### src/rtl/fnd_scan_ctrl_if.sv
// Bundles the data, control and display signals of the 4-digit FND scan controller.
// Clock and reset stay as plain ports on the module.
interface fnd_scan_ctrl_if;
  logic [13:0] i_value;
  logic        i_load;
  logic        i_blank_lz;
  logic [1:0]  o_digit_sel;
  logic [3:0]  o_bcd;
  logic        o_blank;
  logic        o_busy;
  logic        o_done;
  logic        o_ovf;

  modport master (
    output i_value, i_load, i_blank_lz,
    input  o_digit_sel, o_bcd, o_blank, o_busy, o_done, o_ovf
  );

  modport slave (
    input  i_value, i_load, i_blank_lz,
    output o_digit_sel, o_bcd, o_blank, o_busy, o_done, o_ovf
  );
endinterface

### src/rtl/fnd_scan_ctrl.sv
// Four-digit seven-segment scan controller: converts a saturated 14-bit binary value
// to BCD by serial double-dabble and multiplexes the digits at a CLK_DIV-cycle step.
module fnd_scan_ctrl #(
  parameter int unsigned CLK_DIV = 100000
) (
  input  logic           i_clk,
  input  logic           i_reset_n,
  fnd_scan_ctrl_if.slave bus
);

  localparam int unsigned PW        = $clog2(CLK_DIV);
  localparam logic [PW-1:0] PS_TERM = PW'(CLK_DIV - 1);
  localparam logic [13:0] MAX_VAL   = 14'd9999;
  localparam logic [3:0]  LAST_BIT  = 4'd13;

  typedef enum logic [1:0] {
    ST_IDLE,
    ST_CONV,
    ST_UPDATE
  } state_t;

  state_t        state, state_nxt;
  logic          capture, shift, commit;

  logic [13:0]   bin_q;
  logic [15:0]   bcd_q;
  logic [3:0]    bit_cnt;
  logic          ovf_cap;
  logic [29:0]   dd_word;

  logic [PW-1:0] presc;
  logic [1:0]    sel, sel_nxt;
  logic [3:0]    disp     [4];
  logic [3:0]    disp_nxt [4];
  logic [3:0]    zero_from;
  logic          blank_nxt;
  logic [3:0]    bcd_nxt;
  logic          ovf_q, done_q, blank_q;
  logic [3:0]    bcd_out_q;

  // Add-3 correction applied to every BCD nibble before each shift.
  function automatic logic [15:0] dd_adjust(input logic [15:0] b);
    logic [15:0] r;
    r = b;
    for (int i = 0; i < 4; i++) begin
      if (b[4*i +: 4] >= 4'd5) r[4*i +: 4] = b[4*i +: 4] + 4'd3;
    end
    return r;
  endfunction

  // ---------------------------------------------------------------- FSM
  always_ff @(posedge i_clk or negedge i_reset_n) begin
    // NOTE: state elements use non-blocking assignments so every flop samples pre-edge values.
    if (!i_reset_n) state <= ST_IDLE;
    else            state <= state_nxt;
  end

  always_comb begin
    // NOTE: every output of this block gets a default first, so no path can infer a latch.
    state_nxt = state;
    capture   = 1'b0;
    shift     = 1'b0;
    commit    = 1'b0;
    case (state)
      ST_IDLE: begin
        if (bus.i_load) begin
          capture   = 1'b1;
          state_nxt = ST_CONV;
        end
      end
      ST_CONV: begin
        shift = 1'b1;
        if (bit_cnt == LAST_BIT) state_nxt = ST_UPDATE;
      end
      ST_UPDATE: begin
        commit    = 1'b1;
        state_nxt = ST_IDLE;
      end
      default: state_nxt = ST_IDLE;
    endcase
  end

  // ---------------------------------------------------------- converter
  assign dd_word = {dd_adjust(bcd_q), bin_q};

  always_ff @(posedge i_clk or negedge i_reset_n) begin
    if (!i_reset_n) begin
      bin_q   <= '0;
      bcd_q   <= '0;
      bit_cnt <= '0;
      ovf_cap <= 1'b0;
    end else if (capture) begin
      bin_q   <= (bus.i_value > MAX_VAL) ? MAX_VAL : bus.i_value;
      ovf_cap <= (bus.i_value > MAX_VAL);
      bcd_q   <= '0;
      bit_cnt <= '0;
    end else if (shift) begin
      {bcd_q, bin_q} <= {dd_word[28:0], 1'b0};
      bit_cnt        <= bit_cnt + 4'd1;
    end
  end

  // ------------------------------------------------- display next state
  // Output digit is computed from next-cycle select and display values so that
  // the registered bcd/blank always match the registered digit select.
  assign sel_nxt = (presc == PS_TERM) ? sel + 2'd1 : sel;

  always_comb begin
    for (int k = 0; k < 4; k++) begin
      disp_nxt[k] = commit ? bcd_q[4*k +: 4] : disp[k];
    end
  end

  always_comb begin
    zero_from[3] = (disp_nxt[3] == 4'd0);
    zero_from[2] = zero_from[3] && (disp_nxt[2] == 4'd0);
    zero_from[1] = zero_from[2] && (disp_nxt[1] == 4'd0);
    zero_from[0] = zero_from[1] && (disp_nxt[0] == 4'd0);
  end

  assign blank_nxt = bus.i_blank_lz && (sel_nxt != 2'd0) && zero_from[sel_nxt];
  assign bcd_nxt   = blank_nxt ? 4'h0 : disp_nxt[sel_nxt];

  // ------------------------------------------------- scan and display
  always_ff @(posedge i_clk or negedge i_reset_n) begin
    if (!i_reset_n) begin
      presc     <= '0;
      sel       <= 2'd0;
      bcd_out_q <= 4'h0;
      blank_q   <= 1'b0;
      ovf_q     <= 1'b0;
      done_q    <= 1'b0;
      // NOTE: the display array is reset explicitly; a post-reset display of 0000 depends on it.
      for (int k = 0; k < 4; k++) disp[k] <= 4'd0;
    end else begin
      presc     <= (presc == PS_TERM) ? '0 : presc + PW'(1);
      sel       <= sel_nxt;
      bcd_out_q <= bcd_nxt;
      blank_q   <= blank_nxt;
      done_q    <= commit;
      if (commit) ovf_q <= ovf_cap;
      for (int k = 0; k < 4; k++) disp[k] <= disp_nxt[k];
    end
  end

  assign bus.o_digit_sel = sel;
  assign bus.o_bcd       = bcd_out_q;
  assign bus.o_blank     = blank_q;
  assign bus.o_busy      = (state != ST_IDLE);
  assign bus.o_done      = done_q;
  assign bus.o_ovf       = ovf_q;

endmodule
### src/flat_wrapper.sv
// flat-port wrapper written by rule: the top's interface ports become plain ports
module fnd_scan_ctrl_flat 
#(
  parameter int unsigned CLK_DIV = 100000
)
  (i_clk, i_reset_n, bus_i_value, bus_i_load, bus_i_blank_lz, bus_o_digit_sel, bus_o_bcd, bus_o_blank, bus_o_busy, bus_o_done, bus_o_ovf);
  fnd_scan_ctrl_if bus_i ();
  input  logic i_clk;
  input  logic i_reset_n;
  input wire logic [$bits(bus_i.i_value)-1:0] bus_i_value;
  input wire logic [$bits(bus_i.i_load)-1:0] bus_i_load;
  input wire logic [$bits(bus_i.i_blank_lz)-1:0] bus_i_blank_lz;
  output wire logic [$bits(bus_i.o_digit_sel)-1:0] bus_o_digit_sel;
  output wire logic [$bits(bus_i.o_bcd)-1:0] bus_o_bcd;
  output wire logic [$bits(bus_i.o_blank)-1:0] bus_o_blank;
  output wire logic [$bits(bus_i.o_busy)-1:0] bus_o_busy;
  output wire logic [$bits(bus_i.o_done)-1:0] bus_o_done;
  output wire logic [$bits(bus_i.o_ovf)-1:0] bus_o_ovf;
  assign bus_i.i_value = bus_i_value;
  assign bus_i.i_load = bus_i_load;
  assign bus_i.i_blank_lz = bus_i_blank_lz;
  assign bus_o_digit_sel = bus_i.o_digit_sel;
  assign bus_o_bcd = bus_i.o_bcd;
  assign bus_o_blank = bus_i.o_blank;
  assign bus_o_busy = bus_i.o_busy;
  assign bus_o_done = bus_i.o_done;
  assign bus_o_ovf = bus_i.o_ovf;
  fnd_scan_ctrl #(.CLK_DIV(CLK_DIV)) u_core (.i_clk(i_clk), .i_reset_n(i_reset_n), .bus(bus_i));
endmodule
### config.mk
export PLATFORM = sky130hd
export DESIGN_NAME = fnd_scan_ctrl_flat
export DESIGN_NICKNAME = d
export VERILOG_FILES = /design/src/rtl/fnd_scan_ctrl_if.sv /design/src/rtl/fnd_scan_ctrl.sv /design/src/flat_wrapper.sv
export SDC_FILE = /design/constraint.sdc
export NUM_CORES = 1
export LEC_CHECK = 0
export BUFFER_PORTS_ARGS = -buffer_cell sky130_fd_sc_hd__buf_2
export CAP_MARGIN = 20
export CORE_ASPECT_RATIO = 1.1
export CORE_MARGIN = 5
export CORE_UTILIZATION = 60
export CTS_CLUSTER_SIZE = 16
export DETAILED_ROUTE_END_ITERATION = 10
export GPL_TIMING_DRIVEN = 1
export PLACE_DENSITY = 0.9
export SLEW_MARGIN = 15
export SYNTH_ARGS = -nofsm -noshare
export SYNTH_HDL_FRONTEND = slang
export SYNTH_SLANG_ARGS = --single-unit
### constraint.sdc
create_clock -name i_clk -period 2 [get_ports i_clk]
set_input_delay 0.1 -clock i_clk [delete_from_list [all_inputs] [get_ports i_clk]]
set_output_delay 0.1 -clock i_clk [all_outputs]
set_load 0.02 [all_outputs]
==> results of run 1 <==
==> synthesized netlist by cell type, drive strengths merged (2+ instances only) <==
| cell type | count | area [um2] |
|---|---|---|
| o21ai | 23 | 115.1 |
| mux2i | 9 | 90.09 |
| and2 | 2 | 12.51 |
| o22ai | 4 | 25.02 |
| a32o | 4 | 40.04 |
| ha | 11 | 137.6 |
| a211oi | 3 | 22.52 |
| clkbuf | 12 | 45.04 |
| a21oi | 14 | 70.07 |
| buf | 8 | 57.55 |
| inv | 14 | 52.55 |
| nor2 | 21 | 78.83 |
| nand2b | 5 | 31.28 |
| nand3 | 26 | 130.1 |
| nor4 | 7 | 43.79 |
| nor3b | 3 | 22.52 |
| a22oi | 9 | 67.56 |
| xor2 | 7 | 61.31 |
| and4 | 4 | 35.03 |
| nor2b | 3 | 18.77 |
| o31ai | 8 | 60.06 |
| nand4 | 5 | 31.28 |
| and4bb | 2 | 25.02 |
| and3 | 5 | 31.28 |
| o32ai | 3 | 26.28 |
| nand2 | 34 | 127.6 |
| nor3 | 9 | 45.04 |
| mux2 | 18 | 202.7 |
| dfrtp | 79 | 1977 |
| xnor2 | 16 | 140.1 |
==> power by group <==
| group | leakage (uW) | switching, uW | internal [uW] |
|---|---|---|---|
| sequential | 0.00101 | 424 | 2060 |
| clock | 0.0000781 | 589 | 444 |
| combinational | 0.000924 | 1200 | 870 |
| total | 0.00201 | 2210 | 3380 |
==> area by class of cell <==
type	count	share of cell area
Clock buffer	10	0.02873
Clock inverter	6	0.008451
Inverter	14	0.01183
Multi-Input combinational cell	263	0.4011
Sequential cell	79	0.4451
Tap cell	80	0.02254
Timing Repair Buffer	51	0.08225
==> path summary, 6_finish.rpt <==
check / slack, ns / endpoint / cells after the start
setup / recovery: 0.09 / u_core.bus.o_bcd[3]$_DFF_PN0_ / 6
hold / removal: 0.02 / u_core.bin_q[8]$_DFFE_PN0P_ / 3
setup reg to reg: 0.09 / u_core.bus.o_bcd[3]$_DFF_PN0_ / 6
hold reg to reg: 0.48 / u_core.bin_q[11]$_DFFE_PN0P_ / 2
max in group asynchronous: 1.17 / u_core.bin_q[5]$_DFFE_PN0P_ / 3
min in group asynchronous: 0.27 / u_core.bit_cnt[0]$_DFFE_PN0P_ / 2
==> critical path, delay by kind of cell (launching register included) <==
family	cells	cell delay, ns
buffers and inverters	1	0.19
flip-flops	1	0.44
AND/OR/NAND/NOR	1	0.18
AO/OA/AOI/OAI	2	0.34
multiplexers	2	0.64
==> through the flow <==
stage	TNS, ns	hold WS, ns	worst slack [ns]
after global routing	-0.01044	0.01768	-0.006114
after detailed placement	0	0.1271	0.07770
after CTS	0	0.008702	0.06968
final	0	0.02467	0.08535
after floorplan	0	-0.1956	0.1914
after global placement	0	0.1164	0.1744
==> sequential cells by signal (all words and copies together) (netlist names) <==
signal / cells
u_core.bcd_q: 16
u_core.bin_q: 14
u_core.bit_cnt: 4
u_core.bus.o_bcd: 4
u_core.bus.o_blank: 1
u_core.bus.o_digit_sel: 2
u_core.bus.o_done: 1
u_core.bus.o_ovf: 1
u_core.disp: 16
u_core.ovf_cap: 1
u_core.presc: 17
u_core.state: 2
==> logic make-up (layout without fill, tap and decap cells) <==
family / count (synthesis) / count (layout) / share of synthesized area
mux: 28 / 28 / 0.08064
flops: 79 / 79 / 0.5056
fa+ha+maj: 11 / 11 / 0.03520
compound gates: 72 / 72 / 0.1181
buf+inv: 34 / 81 / 0.03968
xor+xnor: 23 / 23 / 0.05152
simple gates: 129 / 129 / 0.1693
==> timing repair <==
action / CTS / global route
gates resized for setup: 0 / 1
hold endpoints to repair: 48 / 0
hold buffers: 10 / 0
setup endpoints to repair: 0 / 5
==> layer usage <==
| layer | GRT usage | part of all wire |
|---|---|---|
| met5 | 0 | 0 |
| met4 | 0.1117 | 0.030 |
| met3 | 0.03752 | 0.050 |
| met2 | 0.3753 | 0.50 |
| met1 | 0.2989 | 0.42 |
==> flow_metrics.py, run 1 <==
metrics = {
    "synth": {
        "ys_warn_count": 0,
        "ys_seq_area_frac": 0.5056,
        "synthCells": 376,
        "synth_seq_cells": 79,
        "netlist_area_um2": 3910,
        "syn_avg_cell_area_um2": 10.40,
        "synth_edf_count": 0,
        "synthFlopType": "dfrtp_1",
        "synth.distinct_cells": 42,
        "postSynth.asyncResetShare": 1.000,
        "synth_nets": 405,
    },
    "die": {
        "fp.dieH_um": 94.67,
        "initial_core_util": 0.6238,
        "ios": 28,
        "dieArea_um2": 8233,
        "dieWidth_um": 86.97,
        "coreArea_um2": 6269,
        "rows": 30,
    },
    "route": {
        "viasPerCell": 6.213,
        "post-route-drc-count": 0,
        "dr.pass1.iters": 5,
        "initialDrtViolationCount": 210,
        "num_vias": 3125,
        "detail-route-antenna-nets": 0,
        "wirelength_um": 8833,
        "avgRoutedWirePerCell_um": 17.56,
    },
    "sta": {
        "clock.fmax_mhz": 522.3,
        "fin_crit_ns": 1.915,
        "worst_pin_slew_ns": 0.6148,
        "drv_slew": 0,
        "rsz0062_at_grt": "true",
        "finalClockSkew_ns": 0.01622,
        "setup_violations": 0,
        "fin_crit_sh": 0.9573,
        "slew_headroom": 0.5886,
        "finalHoldViolCount": 0,
    },
    "cells_and_area": {
        "final_cell_count_no_fill": 503,
        "seq_area_um2": 1977,
        "fillers": 406,
        "design_area_um2": 4442,
        "final_cell_mix": "dfrtp_1 (79), nand2_1 (34), buf_2 (27), nand3_1 (26), nor2_1 (21)",
        "multi_input_area_um2": 1782,
        "post-route-util": 0.7086,
        "drive_gt1_frac": 0.1891,
        "fin_nets": 447,
        "area_growth_pct": 13.60,
        "diodes": 0,
        "final_common_cell": "dfrtp_1",
    },
    "global_route": {
        "grt_overflow": 0,
        "grt_antenna_before_repair": 0,
        "grt_usage": 0.2307,
        "grt_max_degree": 42,
        "grt_pass1_wl_um": 14950,
        "grt_pass1_vias": 3153,
    },
    "clocking": {
        "clock_latency_ns": 0.35,
        "cts_tree": "done",
        "post-cts-setup-buffer-count": 0,
        "cts_buffer_depth": 2,
        "h-tree-depth": 3,
        "clockRootBuffer": "clkbuf_8",
        "clk_pin_slew_ns": 0.09,
        "cts.sink_count": 79,
        "cts_inserted_buffers": 9,
    },
    "setup_path": {
        "cp-start-kind": "register",
        "critPathLaunch": "u_core.state[0]$_DFFE_PN0P_",
        "cp_max_fo": 23,
        "crit_path_frequent_cell": "mux2_2",
        "required_ns": 2.23,
        "max_stage_delay_ns": 0.44,
        "worstPathCellList": "nor2b_2 -> buf_12 -> mux2_2 -> mux2_2 -> a211oi_1 -> o21ai_1",
        "path_class": "register to register",
        "critical_path.slowest_cell": "dfrtp_1",
        "r2r-start": "u_core.state[0]$_DFFE_PN0P_",
        "critPathArrivalTime_ns": 2.14,
        "cp-end-kind": "register",
    },
    "place": {
        "hpwl_um": 5950,
        "gp_congestion": 0.8341,
        "placed_cells": 476,
        "dpl_cell_area_um2": 4170,
        "numPortBuffers": 27,
    },
    "pwr": {
        "peakVddDrop_uv": 559.9,
        "p_per_area_nw_per_um2": 1259,
        "p_leak_uw": 0.002010,
        "p_total_uw": 5591,
    },
    "run": {
        "max-cap-violations": 0,
    },
    "hold_path": {
        "worstHoldStart": "bus_i_value[8]",
        "hold_class": "primary input to register",
    },
    "outcome": {
        "status": "complete, no violations",
    },
}
(Power assumes the default switching activity.)
==> inputs of run 2 (changes only) <==
--- a/config.mk
+++ b/config.mk
@@ -13,7 +13,7 @@
 export CTS_CLUSTER_SIZE = 16
 export DETAILED_ROUTE_END_ITERATION = 10
 export GPL_TIMING_DRIVEN = 1
-export PLACE_DENSITY = 0.9
+export PLACE_DENSITY = 0.79
 export SLEW_MARGIN = 15
 export SYNTH_ARGS = -nofsm -noshare
 export SYNTH_HDL_FRONTEND = slang
==> run 2 against run 1 <==
  * Hold slack lost 0.012 ns
  * Highest routed layer unchanged
  * Routed wire length shrank 6.0%
  * Register-to-register slack gained 0.02 ns
  * Combinational power shrank 3%
  * Critical path depth is the same
  * Sequential share of layout area grew 0.21 points
  * Power shrank 2.7%
  * Largest power group unchanged
  * Sequential cell count is the same
  * Global-route usage shrank 1.6 points
  * Utilization shrank 0.34 points
  * Setup slack gained 0.023 ns
==> flow_metrics.py, run 2 (synthesized netlist as in run 1, its figures left out) <==
metrics = {
    "route": {
        "post-route-drc-count": 0,
        "viasPerCell": 6.032,
        "initialDrtViolationCount": 142,
        "wirelength_um": 8306,
        "num_vias": 3004,
        "detail-route-antenna-nets": 0,
        "avgRoutedWirePerCell_um": 16.68,
        "dr.pass1.iters": 4,
    },
    "setup_path": {
        "required_ns": 2.22,
        "r2r_cells": 6,
        "path_class": "register to register",
        "reg2reg_slack_ns": 0.11,
        "cp_num_cells": 6,
        "crit_end": "u_core.bus.o_bcd[1]$_DFF_PN0_",
        "worstPathCellList": "nor2b_2 -> buf_12 -> mux2_2 -> mux2_2 -> a211oi_2 -> o21ai_1",
        "cp-start-kind": "register",
        "cp_num_buf_inv": 1,
        "r2r-end": "u_core.bus.o_bcd[1]$_DFF_PN0_",
        "critPathArrivalTime_ns": 2.11,
        "critical_path.slowest_cell": "dfrtp_1",
        "crit_path_frequent_cell": "mux2_2",
        "critical-path-top-delay-family": "multiplexers",
        "cp_max_fo": 23,
        "critPathLaunch": "u_core.state[1]$_DFFE_PN0P_",
        "cp-end-kind": "register",
        "r2r-start": "u_core.state[1]$_DFFE_PN0P_",
        "max_stage_delay_ns": 0.38,
    },
    "clocking": {
        "cts_buffer_depth": 2,
        "h-tree-depth": 3,
        "post-cts-setup-buffer-count": 0,
        "clockRootBuffer": "clkbuf_8",
        "cts_tree": "done",
        "clock_latency_ns": 0.34,
        "cts_inserted_buffers": 9,
        "clk_pin_slew_ns": 0.07,
        "cts.sink_count": 79,
    },
    "global_route": {
        "grt_pass1_vias": 3015,
        "grt_pass1_wl_um": 13790,
        "grt_usage": 0.2152,
        "grt_overflow": 0,
        "grt_use_met2": 0.3589,
        "grt_antenna_before_repair": 0,
        "grt_max_degree": 42,
        "grt_use_met3": 0.05236,
        "top_usage_layer": "met2",
        "grtUsageMet1": 0.2595,
    },
    "place": {
        "hpwl_um": 5678,
        "gp_congestion": 0.7954,
        "numPortBuffers": 27,
        "pre_cts_slack_ns": 0.08083,
        "placed_cells": 476,
        "dpl_cell_area_um2": 4170,
    },
    "hold_path": {
        "hold_depth": 3,
        "hold_class": "primary input to register",
    },
    "cells_and_area": {
        "largest-register": "u_core.presc",
        "final_cell_mix": "dfrtp_1 (79), nand2_1 (34), nand3_1 (26), buf_2 (26), nor2_1 (21)",
        "top_regs": "u_core.presc x17, u_core.bcd_q x16, u_core.disp x16",
        "final_common_cell": "dfrtp_1",
        "design_area_um2": 4420,
        "fin_nets": 444,
        "final_cell_count_no_fill": 498,
        "drive_gt1_frac": 0.1842,
        "diodes": 0,
        "largest_register_ffs": 17,
        "area_growth_pct": 13.06,
        "post-route-util": 0.7052,
    },
    "sta": {
        "layout_setup_ws_ns": 0.1079,
        "finalHoldViolCount": 0,
        "fin_setup_tns_ns": 0,
        "rsz0062_at_grt": "false",
        "clock.fmax_mhz": 528.5,
        "fin_crit_ns": 1.892,
        "setup_violations": 0,
        "drv_slew": 0,
        "fin_crit_sh": 0.9461,
        "finalClockSkew_ns": 0.008088,
        "slew_headroom": 0.5460,
        "worst_pin_slew_ns": 0.6785,
    },
    "die": {
        "dieWidth_um": 86.97,
        "fp.dieH_um": 94.67,
        "coreArea_um2": 6269,
        "dieArea_um2": 8233,
        "initial_core_util": 0.6238,
        "ios": 28,
        "rows": 30,
    },
    "pwr": {
        "peakVddDrop_uv": 622.3,
        "p_leak_uw": 0.002001,
        "p_per_area_nw_per_um2": 1231,
    },
    "outcome": {
        "status": "complete, no violations",
    },
    "run": {
        "max-cap-violations": 0,
    },
}
[run 2: report_power, final]
group | internal [uW] | leakage [uW] | switching (uW)
clock network | 435 | 0.0000761 | 525
registers | 2060 | 0.00101 | 419
logic | 854 | 0.000917 | 1140
total | 3350 | 0.00200 | 2090
[run 2: per-layer routing]
layer,vias up,part of all wire
met5,-,0
met4,0,0.023
met3,19,0.048
met2,83,0.51
met1,1476,0.42
li1,1426,-
[run 2: worst min path at each step]
stage | startpoint | to | slack [ns]
global placement | i_reset_n | u_core.bin_q[9]$_DFFE_PN0P_ | 0.09
floorplan | i_reset_n | u_core.bcd_q[0]$_DFFE_PN0P_ | -0.20
CTS | bus_i_value[10] | u_core.bin_q[10]$_DFFE_PN0P_ | 0.0009
detailed placement | i_reset_n | u_core.bin_q[9]$_DFFE_PN0P_ | 0.10
global route | bus_i_value[8] | u_core.bin_q[8]$_DFFE_PN0P_ | 0.02
finish | bus_i_value[10] | u_core.bin_q[10]$_DFFE_PN0P_ | 0.01
[run 2: area by class of cell]
class / instances / area [um2]
Clock buffer: 12 / 135.1
Tap cell: 80 / 100.1
Inverter: 14 / 52.55
Sequential cell: 79 / 1977
Multi-Input combinational cell: 263 / 1802
Timing Repair Buffer: 48 / 344.1
Clock inverter: 2 / 10.01
Fill cell: 470 / 1848
[run 2: worst reg2reg max path: stages (launching register included)]
cell	delay (ns)
dfrtp_1	0.38
nor2b_2	0.20
buf_12	0.19
mux2_2	0.37
mux2_2	0.29
a211oi_2	0.24
o21ai_1	0.10
[run 2: timing repair]
| item | in CTS | in global routing |
|---|---|---|
| hold endpoints to repair | 45 | 0 |
| hold buffers | 8 | 0 |
| resized for setup | 0 | 6 |
| setup endpoints to repair | 0 | 4 |
[run 2: metrics by stage]
step | power, uW | hold WS (ns)
2_1_floorplan | 3886 | -0.1956
3_3_place_gp | 4344 | 0.09178
3_5_place_dp | 4467 | 0.1004
4_1_cts | 5454 | 0.0009240
5_1_grt | 5858 | 0.01612
6_report | 5441 | 0.01250
==> inputs of run 3 (changes only) <==
--- a/config.mk
+++ b/config.mk
@@ -8,7 +8,6 @@
 export BUFFER_PORTS_ARGS = -buffer_cell sky130_fd_sc_hd__buf_2
 export CAP_MARGIN = 20
 export CORE_ASPECT_RATIO = 1.1
-export CORE_MARGIN = 5
 export CORE_UTILIZATION = 60
 export CTS_CLUSTER_SIZE = 16
 export DETAILED_ROUTE_END_ITERATION = 10
==> run 3 against run 2 <==
  * Clock skew is 0.0038 ns higher
  * Non-clock buffer count is 2 lower
  * Hold slack worse by 0.00053 ns
  * Routed wire length is 2.8% lower
  * Final cell count stayed put
  * Global-route usage is 4.3 points higher
  * First-iteration DRC count is 19% higher
  * Register-to-register slack worse by 0.02 ns
  * Fmax is 1.0% lower
  * Sequential power hardly changed
  * Highest routed layer unchanged
==> flow_metrics.py, run 3 (synthesized netlist as in run 1, its figures left out) <==
metrics = {
    "setup_path": {
        "crit_path_frequent_cell": "mux2_2",
        "cp-start-kind": "register",
        "cp-end-kind": "register",
        "max_stage_delay_ns": 0.42,
        "required_ns": 2.24,
        "path_class": "register to register",
        "critPathArrivalTime_ns": 2.15,
        "cp_max_fo": 23,
        "worstPathCellList": "nor2b_2 -> buf_12 -> mux2_2 -> mux2_2 -> a211oi_1 -> o21ai_1",
        "cp_num_buf_inv": 1,
        "critical_path.slowest_cell": "dfrtp_1",
        "critical-path-top-delay-family": "multiplexers",
    },
    "route": {
        "detail-route-antenna-nets": 0,
        "dr.pass1.iters": 4,
        "viasPerCell": 5.912,
        "num_vias": 2944,
        "wirelength_um": 8076,
        "initialDrtViolationCount": 169,
        "avgRoutedWirePerCell_um": 16.22,
        "post-route-drc-count": 0,
    },
    "sta": {
        "finalClockSkew_ns": 0.01192,
        "whs_ns": 0.01197,
        "fin_crit_sh": 0.9560,
        "clock.fmax_mhz": 523.0,
        "rsz0062_at_grt": "false",
        "fin_crit_ns": 1.912,
        "fin_setup_tns_ns": 0,
        "setup_violations": 0,
        "worst_pin_slew_ns": 0.6460,
        "drv_slew": 0,
        "finalHoldViolCount": 0,
        "slew_headroom": 0.5678,
    },
    "global_route": {
        "grt_pass1_vias": 2961,
        "grt_max_degree": 44,
        "grt_usage": 0.2583,
        "grt_antenna_before_repair": 0,
        "grt_overflow": 0,
        "grt_pass1_wl_um": 13530,
    },
    "die": {
        "dieWidth_um": 78.97,
        "rows": 30,
        "fp.dieH_um": 86.67,
        "dieArea_um2": 6844,
        "ios": 28,
        "coreArea_um2": 6231,
        "initial_core_util": 0.6275,
    },
    "cells_and_area": {
        "largest_register_ffs": 17,
        "final_cell_mix": "dfrtp_1 (79), nand2_1 (34), nand3_1 (26), buf_2 (26), nor2_1 (21)",
        "fin_nets": 442,
        "largest-register": "u_core.presc",
        "drive_gt1_frac": 0.1914,
        "area_growth_pct": 13.79,
        "final_common_cell": "dfrtp_1",
        "top_regs": "u_core.presc x17, u_core.bcd_q x16, u_core.disp x16",
        "diodes": 0,
    },
    "clocking": {
        "clockRootBuffer": "clkbuf_8",
        "cts_inserted_buffers": 9,
        "h-tree-depth": 3,
        "cts.sink_count": 79,
        "clock_latency_ns": 0.35,
        "cts_tree": "done",
        "cts_buffer_depth": 2,
        "clk_pin_slew_ns": 0.08,
    },
    "place": {
        "hpwl_um": 5605,
        "gp_congestion": 0.7909,
        "numPortBuffers": 27,
    },
    "pwr": {
        "p_per_area_nw_per_um2": 1285,
        "p_leak_uw": 0.002018,
        "peakVddDrop_uv": 630.1,
    },
    "hold_path": {
        "hold_class": "primary input to register",
    },
    "run": {
        "max-cap-violations": 0,
    },
    "outcome": {
        "status": "complete, no violations",
    },
}
==> run 3: timing repair <==
item | 4_1_cts | 5_1_grt
resized for setup | 0 | 4
hold endpoints to repair | 41 | 0
hold buffers | 6 | 0
setup buffers | 0 | 0
setup endpoints to repair | 0 | 4
==> run 3: where the power goes <==
group          internal, uW  total (uW)  switching (uW)
clock                   681        1240             557
combinational           855        2000            1150
sequential             2060        2470             409
==> run 3: routing by layer <==
metal | vias up | track usage | routed length [um]
li1 | 1422 | - | -
met1 | 1428 | 0.3191 | 3536
met2 | 70 | 0.4365 | 4002
met3 | 24 | 0.03684 | 269
met4 | 0 | 0.1421 | 268
met5 | - | 0 | 0
==> run 3: worst paths after layout <==
kind	from	end	slack, ns	cells past startpoint
worst max register to register	u_core.state[0]$_DFFE_PN0P_	u_core.bus.o_bcd[3]$_DFF_PN0_	0.09	6
max in group asynchronous	i_reset_n	u_core.disp[6]$_DFF_PN0_	1.18	3
min in group asynchronous	i_reset_n	u_core.bin_q[11]$_DFFE_PN0P_	0.24	2
worst min-delay path	bus_i_value[0]	u_core.bin_q[0]$_DFFE_PN0P_	0.01	3
worst max-delay path	u_core.state[0]$_DFFE_PN0P_	u_core.bus.o_bcd[3]$_DFF_PN0_	0.09	6
worst min register to register	u_core.presc[0]$_DFF_PN0_	u_core.presc[0]$_DFF_PN0_	0.48	1
==> run 3: area by class of cell <==
| cell class | count | area, um2 |
|---|---|---|
| clock inverters | 2 | 37.54 |
| repair buffers | 46 | 320.3 |
| flip-flops and latches | 79 | 1977 |
| well taps | 80 | 100.1 |
| clock buffers | 14 | 172.7 |
| inverters | 14 | 52.55 |
| multi-input cells | 263 | 1789 |
| fillers | 454 | 1782 |
==> run 3: worst min-delay path, cell delays in order <==
cell     delay (ns)
buf_2          0.08
nand2_1        0.06
nand3_1        0.08
==> run 3: metrics by stage <==
stage            util  cell area (um2)  power, uW  setup slack [ns]  cells
4_1_cts        0.7127             4441       5721           0.01653    498
2_1_floorplan       -             3910       3886            0.1914    376
5_1_grt        0.7141             4449       6115           0.01011    498
3_3_place_gp   0.6693             4170       4356            0.1360    476
6_report       0.7141             4449       5715           0.08796    498
3_5_place_dp   0.6693             4170       4471           0.02640    476
